`config.mk`:
```
export PLATFORM = sky130hd
export DESIGN_NAME = cache_miss_ctrl
export DESIGN_NICKNAME = d
export VERILOG_FILES = /design/src/rtl/cache_pkg.sv /design/src/rtl/cache_sat_counter.sv /design/src/rtl/cache_miss_ctrl.sv
export SDC_FILE = /design/constraint.sdc
export NUM_CORES = 1
export LEC_CHECK = 0
export ABC_AREA = 0
export ABC_CLOCK_PERIOD_IN_PS = 7150
export CORE_AREA = 4 4 284 286
export CTS_BUF_LIST = sky130_fd_sc_hd__clkbuf_8 sky130_fd_sc_hd__clkbuf_16
export CTS_CLUSTER_DIAMETER = 30
export DETAILED_ROUTE_END_ITERATION = 6
export DIE_AREA = 0 0 288 290
export PLACE_DENSITY = 0.38
export SLEW_MARGIN = 15
export SYNTH_ARGS = -nofsm -noshare
export SYNTH_HDL_FRONTEND = slang
export SYNTH_HIERARCHICAL = 1
export SYNTH_SLANG_ARGS = --single-unit
```
`constraint.sdc`:
```
create_clock -name clk -period 7.15 [get_ports clk]
set_input_delay 0.715 -clock clk [delete_from_list [all_inputs] [get_ports clk]]
set_output_delay 0.715 -clock clk [all_outputs]
set_load 0.1 [all_outputs]
```
`src/rtl/cache_pkg.sv`:
```
// Shared types and helpers for the blocking cache miss controller.
package cache_pkg;

    typedef enum logic [2:0] {
        StIdle,
        StLookup,
        StMemReq,
        StMemWait,
        StFill,
        StResp
    } cache_ctrl_state_e;

    typedef logic [31:0] cnt_t;

    localparam cnt_t CntMax = 32'hFFFF_FFFF;

    function automatic int unsigned offset_bits(input int unsigned block_size);
        return $clog2(block_size / 8);
    endfunction

endpackage

```
`src/rtl/cache_sat_counter.sv`:
```
// 32-bit event counter that sticks at all-ones instead of wrapping.
module cache_sat_counter
    import cache_pkg::*;
(
    input  logic clk,
    input  logic rst,
    input  logic inc_i,
    output cnt_t count_o
);

    cnt_t cnt_q, cnt_d;

    always_comb begin
        cnt_d = cnt_q;
        if (inc_i && (cnt_q != CntMax)) begin
            cnt_d = cnt_q + 32'd1;
        end
    end

    always_ff @(posedge clk or posedge rst) begin
        if (rst) begin
            cnt_q <= '0;
        end else begin
            cnt_q <= cnt_d;
        end
    end

    assign count_o = cnt_q;

endmodule

```
`src/rtl/cache_miss_ctrl.sv`:
```
// Blocking single-outstanding cache controller: lookup, refill on miss, array fill, respond.
module cache_miss_ctrl
    import cache_pkg::*;
#(
    parameter int unsigned ADDR_WIDTH = 32,
    parameter int unsigned BLOCK_SIZE = 128
) (
    input  logic                    clk,
    input  logic                    rst,

    input  logic                    req_valid,
    output logic                    req_ready,
    input  logic [ADDR_WIDTH-1:0]   req_addr,

    output logic                    rsp_valid,
    input  logic                    rsp_ready,
    output logic [BLOCK_SIZE-1:0]   rsp_data,
    output logic                    rsp_hit,

    output logic [ADDR_WIDTH-1:0]   crd_addr,
    input  logic [BLOCK_SIZE-1:0]   crd_data,
    input  logic                    crd_hit,

    output logic [ADDR_WIDTH-1:0]   cwr_addr,
    output logic [BLOCK_SIZE-1:0]   cwr_data,
    output logic [BLOCK_SIZE/8-1:0] cwr_we,

    output logic                    mem_req_valid,
    input  logic                    mem_req_ready,
    output logic [ADDR_WIDTH-1:0]   mem_req_addr,

    input  logic                    mem_rsp_valid,
    output logic                    mem_rsp_ready,
    input  logic [BLOCK_SIZE-1:0]   mem_rsp_data,

    output logic [31:0]             hit_count,
    output logic [31:0]             miss_count
);

    localparam int unsigned OffsetBits = offset_bits(BLOCK_SIZE);
    localparam logic [ADDR_WIDTH-1:0] OffMask = ADDR_WIDTH'((1 << OffsetBits) - 1);

    cache_ctrl_state_e      state_q;
    logic [ADDR_WIDTH-1:0]  addr_q;
    logic [BLOCK_SIZE-1:0]  buf_q;
    logic                   hit_q;

    logic inc_hit, inc_miss;

    always_ff @(posedge clk or posedge rst) begin
        if (rst) begin
            state_q <= StIdle;
            addr_q  <= '0;
            buf_q   <= '0;
            hit_q   <= 1'b0;
        end else begin
            unique case (state_q)
                StIdle: begin
                    if (req_valid) begin
                        addr_q  <= req_addr & ~OffMask;
                        state_q <= StLookup;
                    end
                end
                StLookup: begin
                    hit_q <= crd_hit;
                    if (crd_hit) begin
                        buf_q   <= crd_data;
                        state_q <= StResp;
                    end else begin
                        state_q <= StMemReq;
                    end
                end
                StMemReq: begin
                    if (mem_req_ready) begin
                        state_q <= StMemWait;
                    end
                end
                StMemWait: begin
                    if (mem_rsp_valid) begin
                        buf_q   <= mem_rsp_data;
                        state_q <= StFill;
                    end
                end
                StFill: begin
                    state_q <= StResp;
                end
                StResp: begin
                    if (rsp_ready) begin
                        state_q <= StIdle;
                    end
                end
                default: state_q <= StIdle;
            endcase
        end
    end

    // Counters increment on the same edge that leaves LOOKUP.
    assign inc_hit  = (state_q == StLookup) && crd_hit;
    assign inc_miss = (state_q == StLookup) && !crd_hit;

    cache_sat_counter u_hit_cnt (
        .clk     (clk),
        .rst     (rst),
        .inc_i   (inc_hit),
        .count_o (hit_count)
    );

    cache_sat_counter u_miss_cnt (
        .clk     (clk),
        .rst     (rst),
        .inc_i   (inc_miss),
        .count_o (miss_count)
    );

    // req_ready must also read 0 while reset is held, before any edge arrives.
    assign req_ready     = (state_q == StIdle) && !rst;
    assign rsp_valid     = (state_q == StResp);
    assign rsp_data      = buf_q;
    assign rsp_hit       = hit_q;
    assign crd_addr      = addr_q;
    assign cwr_addr      = addr_q;
    assign cwr_data      = buf_q;
    assign cwr_we        = (state_q == StFill) ? '1 : '0;
    assign mem_req_valid = (state_q == StMemReq);
    assign mem_req_addr  = addr_q;
    assign mem_rsp_ready = (state_q == StMemWait);

endmodule

```
* After elaboration in Yosys (flattened, before gate mapping)
Index checks and enable logic that the tools add are counted.
Storage, ports and cells: register bits after elaboration 224, input port bits 295, output and inout port bits 437, logic and storage cells 42
Cells by class: add/subtract/negate cells 2, eq/ne operators 12, mux-type cells 10, reduce and logical (&&, ||, !) cells 12
Operators by type and width (count):
- two-way mux 128 bit | 2
- case mux 128 bit (2 select lines) | 1
- adder 32 x 1 -> 32 bit (second input constant) | 2
- != test 32 bit (second input constant) | 2
- case mux 3 bit (6 select lines) | 1
- two-way mux 16 bit | 1
- two-way mux 3 bit | 5
- equality test 3 x 2 -> 1 bit (second input constant) | 2
- equality test 3 bit (second input constant) | 2
- != test 2 bit (second input constant) | 3
- logical AND 1 bit | 5
- != test 2 x 1 -> 1 bit (second input constant) | 2
- AND reduction 4 bit | 1
- equality test 3 x 1 -> 1 bit (second input constant) | 1
- logical NOT 3 bit | 1
- AND reduction 3 bit | 1
- logical NOT 1 bit | 2
- AND reduction 2 bit | 1
- nonzero test 2 bit | 1

* Longest topological paths before layout
depth in word-level cells 3, depth in mapped cells 9, depth with buffers taken out 7

* Modules after synthesis
The synthesis kept the hierarchy.
Modules (own cells, without submodules):
- cache_miss_ctrl | instances 1, cells an instance 718, area an instance 9215.1 sq um, sequential area each 4003.8 sq um
- cache_sat_counter | instances 2, cells an instance 139, area an instance 1561.5 sq um, sequential area each 800.8 sq um

* Worst setup path after synthesis
Ideal clock, no wire load.
path kind flip-flop to output port, start reg state_q[1], end out req_ready, data arrival time 3.596 ns, required time 6.435 ns, slack 2.839 ns, cell stages (with the launch flop) 4, path buffers 2, path through dfrtp_1 -> buf_2 -> buf_4 -> nor4_1
Between the ends: longest elaborated chain between the ends 2
RTL lines:
- from (decl) | RTL line cache_miss_ctrl.sv:43 | cache_ctrl_state_e state_q;
- from (signal assigned) | RTL line cache_miss_ctrl.sv:52 | state_q <= StIdle;
- from (signal assigned) | RTL line cache_miss_ctrl.sv:61 | state_q <= StLookup;
- from (signal assigned) | RTL line cache_miss_ctrl.sv:68 | state_q <= StResp;
- logical NOT 3 bit | RTL line cache_miss_ctrl.sv:116 | assign req_ready = (state_q == StIdle) && !rst;
- logical AND 1 bit | RTL line cache_miss_ctrl.sv:116
- to (decl) | RTL line cache_miss_ctrl.sv:12 | output logic req_ready,
Every way passes these cells.

* Final worst setup path
start reg state_q[1], end out cwr_we[12]
Between the ends: longest elaborated chain between the ends 2
RTL lines:
- equality test 3 bit | RTL line cache_miss_ctrl.sv:123 | assign cwr_we = (state_q == StFill) ? '1 : '0;
- two-way mux 16 bit | RTL line cache_miss_ctrl.sv:123
- to (decl) | RTL line cache_miss_ctrl.sv:26 | output logic [BLOCK_SIZE/8-1:0] cwr_we,
Every way passes these cells.

==> impl_metrics.env <==
export IMPL_finalClockSkew_ns=0.02086
export IMPL_critPathKind="flop to primary output"
export IMPL_clock_fmax_mhz=224.1
export IMPL_core_area_um2=78360
export IMPL_hpwlAfterDp_um=43930
export IMPL_numPortBuffers=715
export IMPL_post_drt_via_cell_ratio=3.620
export IMPL_num_rows=103
export IMPL_min_path_type="flop to flop"
export IMPL_cp_max_fo=56
export IMPL_placement_cell_area_um2=19050
export IMPL_io_pins=732
export IMPL_synth_largest_area_cell="dfrtp_1"
export IMPL_hold_slack_ns=0.4881
export IMPL_cts_resized=0
export IMPL_cts_buffers=89
export IMPL_yosys_top_cells_area="dfrtp_1 45%, mux2_2 25%, buf_4 13%"
export IMPL_htreeDepth=3
export IMPL_max_stage_delay_ns=1.28
export IMPL_reg2reg_depth=7
export IMPL_fp_dieArea_um2=83520
export IMPL_syn_to_final_growth_pct=78.62
export IMPL_required_ns=6.43
export IMPL_cts_reportedPaths_clkPinSlew_ns=0.04
export IMPL_yosys_register_bits=224
export IMPL_period_share=0.6241
export IMPL_ys_seq_area_frac=0.4543
export IMPL_slew_violations=0
export IMPL_setup_viol=0
export IMPL_yosysWarnings=6
export IMPL_hold_violations=0
export IMPL_die_w_um=288
export IMPL_design_area_um2=22040
export IMPL_cp_cell_sequence="nor2b_1 -> nor2b_1 -> clkdlybuf4s50_1"
export IMPL_cts_root_buf="clkbuf_16"
export IMPL_tritoncts="done"
export IMPL_yosys_area_top_type_share=0.4543
export IMPL_start_kind="flop"
export IMPL_dp_slack_ns=3.229
export IMPL_post_cts_buffers=0
export IMPL_routedWlPerCell_um=20.88
export IMPL_min_from="u_miss_cnt/count_o[10]$_DFFE_PP0P_"
export IMPL_maxCapViolCount=0
export IMPL_start_util=0.1575
export IMPL_num_vias=9748
export IMPL_fin_ws_ns=2.688
export IMPL_worstMarginPinSlew_ns=1.162
export IMPL_antenna_left=0
export IMPL_first_pass_iters=4
export IMPL_drt_iter0_drc=270
export IMPL_finalWirelength_um=56230
export IMPL_grt_max_degree=123
export IMPL_antenna_found_initial=5
export IMPL_grt_overflow_total=0
export IMPL_reg2reg_from="state_q[1]$_DFFE_PP0P_"
export IMPL_grt_pass1_vias=10640
export IMPL_nets=1868
export IMPL_cts_sinks=224
export IMPL_arrival_ns=3.75
export IMPL_ctsLongestPathBuffers=3
export IMPL_fillers=8230
export IMPL_finalCriticalPeriod_ns=4.462
export IMPL_drc_errors=0
export IMPL_postSynthAreaPerCell_um2=12.39
export IMPL_crit_slowest_cell="clkdlybuf4s50_1"
export IMPL_status="complete, no violations"
export IMPL_tns_ns=0
export IMPL_crit_top_cell="nor2b_1"
export IMPL_grt_usage=0.1292
export IMPL_slew_headroom=0.2229
export IMPL_die_h_um=290
export IMPL_synth_cells=996
export IMPL_gp_congestion=0.7565
export IMPL_rr_endpoint="u_hit_cnt/count_o[31]$_DFFE_PP0P_"
export IMPL_cp_startpoint="state_q[1]$_DFFE_PP0P_"
export IMPL_syn_area_um2=12340
export IMPL_drive_gt1_frac=0.2826
export IMPL_reg2reg_slack_ns=3.74
export IMPL_clk_latency_ns=0.60
export IMPL_cp_end_kind="primary output"
export IMPL_rsz0062_at_grt="no"
export IMPL_postCtsHoldBufs=0
export IMPL_synth_cell_types=44
export IMPL_grt_pass1_wl_um=79010
export IMPL_worstSetupEndpoint="cwr_we[12]"
[cell type report]
| class | instances | area, µm² | share of cell area |
|---|---|---|---|
| repair buffers | 723 | 7197 | 0.3266 |
| clock buffers | 113 | 2580 | 0.1171 |
| diodes | 1 | 2.502 | 0.0001135 |
| well taps | 1050 | 1314 | 0.05961 |
| clock inverters | 49 | 401.6 | 0.01822 |
| flip-flops and latches | 224 | 5609 | 0.2545 |
| inverters | 9 | 41.29 | 0.001874 |
| multi-input cells | 524 | 4893 | 0.2220 |
[flip-flops by register name (all words and copies together), names as in the netlist]
name and flops:
cwr_data 128, u_hit_cnt/count_o 32, u_miss_cnt/count_o 32, crd_addr 28
state_q 3, rsp_hit 1
[cells by family after synthesis]
logic type / after synthesis / share of synthesized area
XOR/XNOR: 56 / 0.03975
buffers and inverters: 259 / 0.1535
multiplexers: 290 / 0.2644
AND/OR/NAND/NOR: 141 / 0.06642
adder cells (fa/ha/maj): 2 / 0.002028
AO/OA/AOI/OAI: 23 / 0.01927
other: 1 / 0.0003039
flip-flops: 224 / 0.4543
[layer usage]
metal  part of all wire  vias up  GRT usage
li1                   -     4471          -
met5             0.0010        -          0
met3              0.099       97    0.05679
met2               0.50      446     0.2238
met1               0.38     4726     0.1421
met4              0.024        8    0.03942
[cells in the final DEF (no fill, tap or decap), drive strengths merged, types with 2 or more instances in the layout]
| cell type | synthesis | layout |
|---|---|---|
| and3 | 20 | 20 |
| mux2 | 287 | 287 |
| nor4 | 5 | 5 |
| inv | 9 | 26 |
| nor2 | 12 | 12 |
| a22oi | 2 | 2 |
| a311oi | 2 | 2 |
| a21oi | 5 | 5 |
| or4 | 2 | 2 |
| clkbuf | 7 | 113 |
| bufinv | 0 | 3 |
| a41oi | 4 | 4 |
| a2111oi | 2 | 2 |
| conb | 1 | 12 |
| or3 | 2 | 2 |
| clkinv | 0 | 29 |
| nor3 | 4 | 4 |
| mux2i | 3 | 3 |
| nand2 | 19 | 19 |
| and4 | 4 | 4 |
| nand3 | 44 | 44 |
| buf | 243 | 21 |
| xor2 | 4 | 4 |
| ha | 2 | 2 |
| a31oi | 4 | 4 |
| dfrtp | 224 | 224 |
| nand2b | 2 | 2 |
| nand4 | 22 | 22 |
| clkdlybuf4s50 | 0 | 702 |
| xnor2 | 52 | 52 |
| o21ai | 2 | 2 |
| nor2b | 2 | 2 |
[critical path, delay by kind of cell (launching register included)]
family	cells	cell delay (ns)
flip-flops	1	0.75
buffers and inverters	1	1.28
AND/OR/NAND/NOR	2	1.10
[synth_stat cells (all sizes together)]
library cell	n
or3	2
nand4	22
o221ai	1
mux2	287
o21ai	2
nand2b	2
nor2b	2
a31oi	4
clkbuf	7
a21o	1
a311oi	2
inv	9
and2	1
mux2i	3
nor2	12
xor2	4
and4	4
or4	2
nor4b	1
ha	2
and3	20
nor3	4
nand3	44
nor4	5
nand2	19
a22oi	2
a2111oi	2
a41oi	4
a21oi	5
or2	1
conb	1
buf	243
dfrtp	224
xnor2	52
[worst min path at each step]
stage	endpoint	slack (ns)	cells past startpoint
floorplan	state_q[1]$_DFFE_PP0P_	0.49	1
global placement	u_hit_cnt/count_o[10]$_DFFE_PP0P_	0.49	1
detailed placement	u_hit_cnt/count_o[23]$_DFFE_PP0P_	0.49	1
CTS	u_miss_cnt/count_o[10]$_DFFE_PP0P_	0.50	1
global route	u_miss_cnt/count_o[10]$_DFFE_PP0P_	0.51	1
finish	u_miss_cnt/count_o[10]$_DFFE_PP0P_	0.49	1
[per-stage QoR]
step,std cells,utilization
finish,2693,0.2813
global route,2693,0.2813
CTS,2692,0.2812
detailed placement,2530,0.2432
global placement,2530,0.2432
floorplan,1007,-
Power is not shown: default switching activity piles up to over one toggle a cycle in this logic, so the estimate is an artifact.
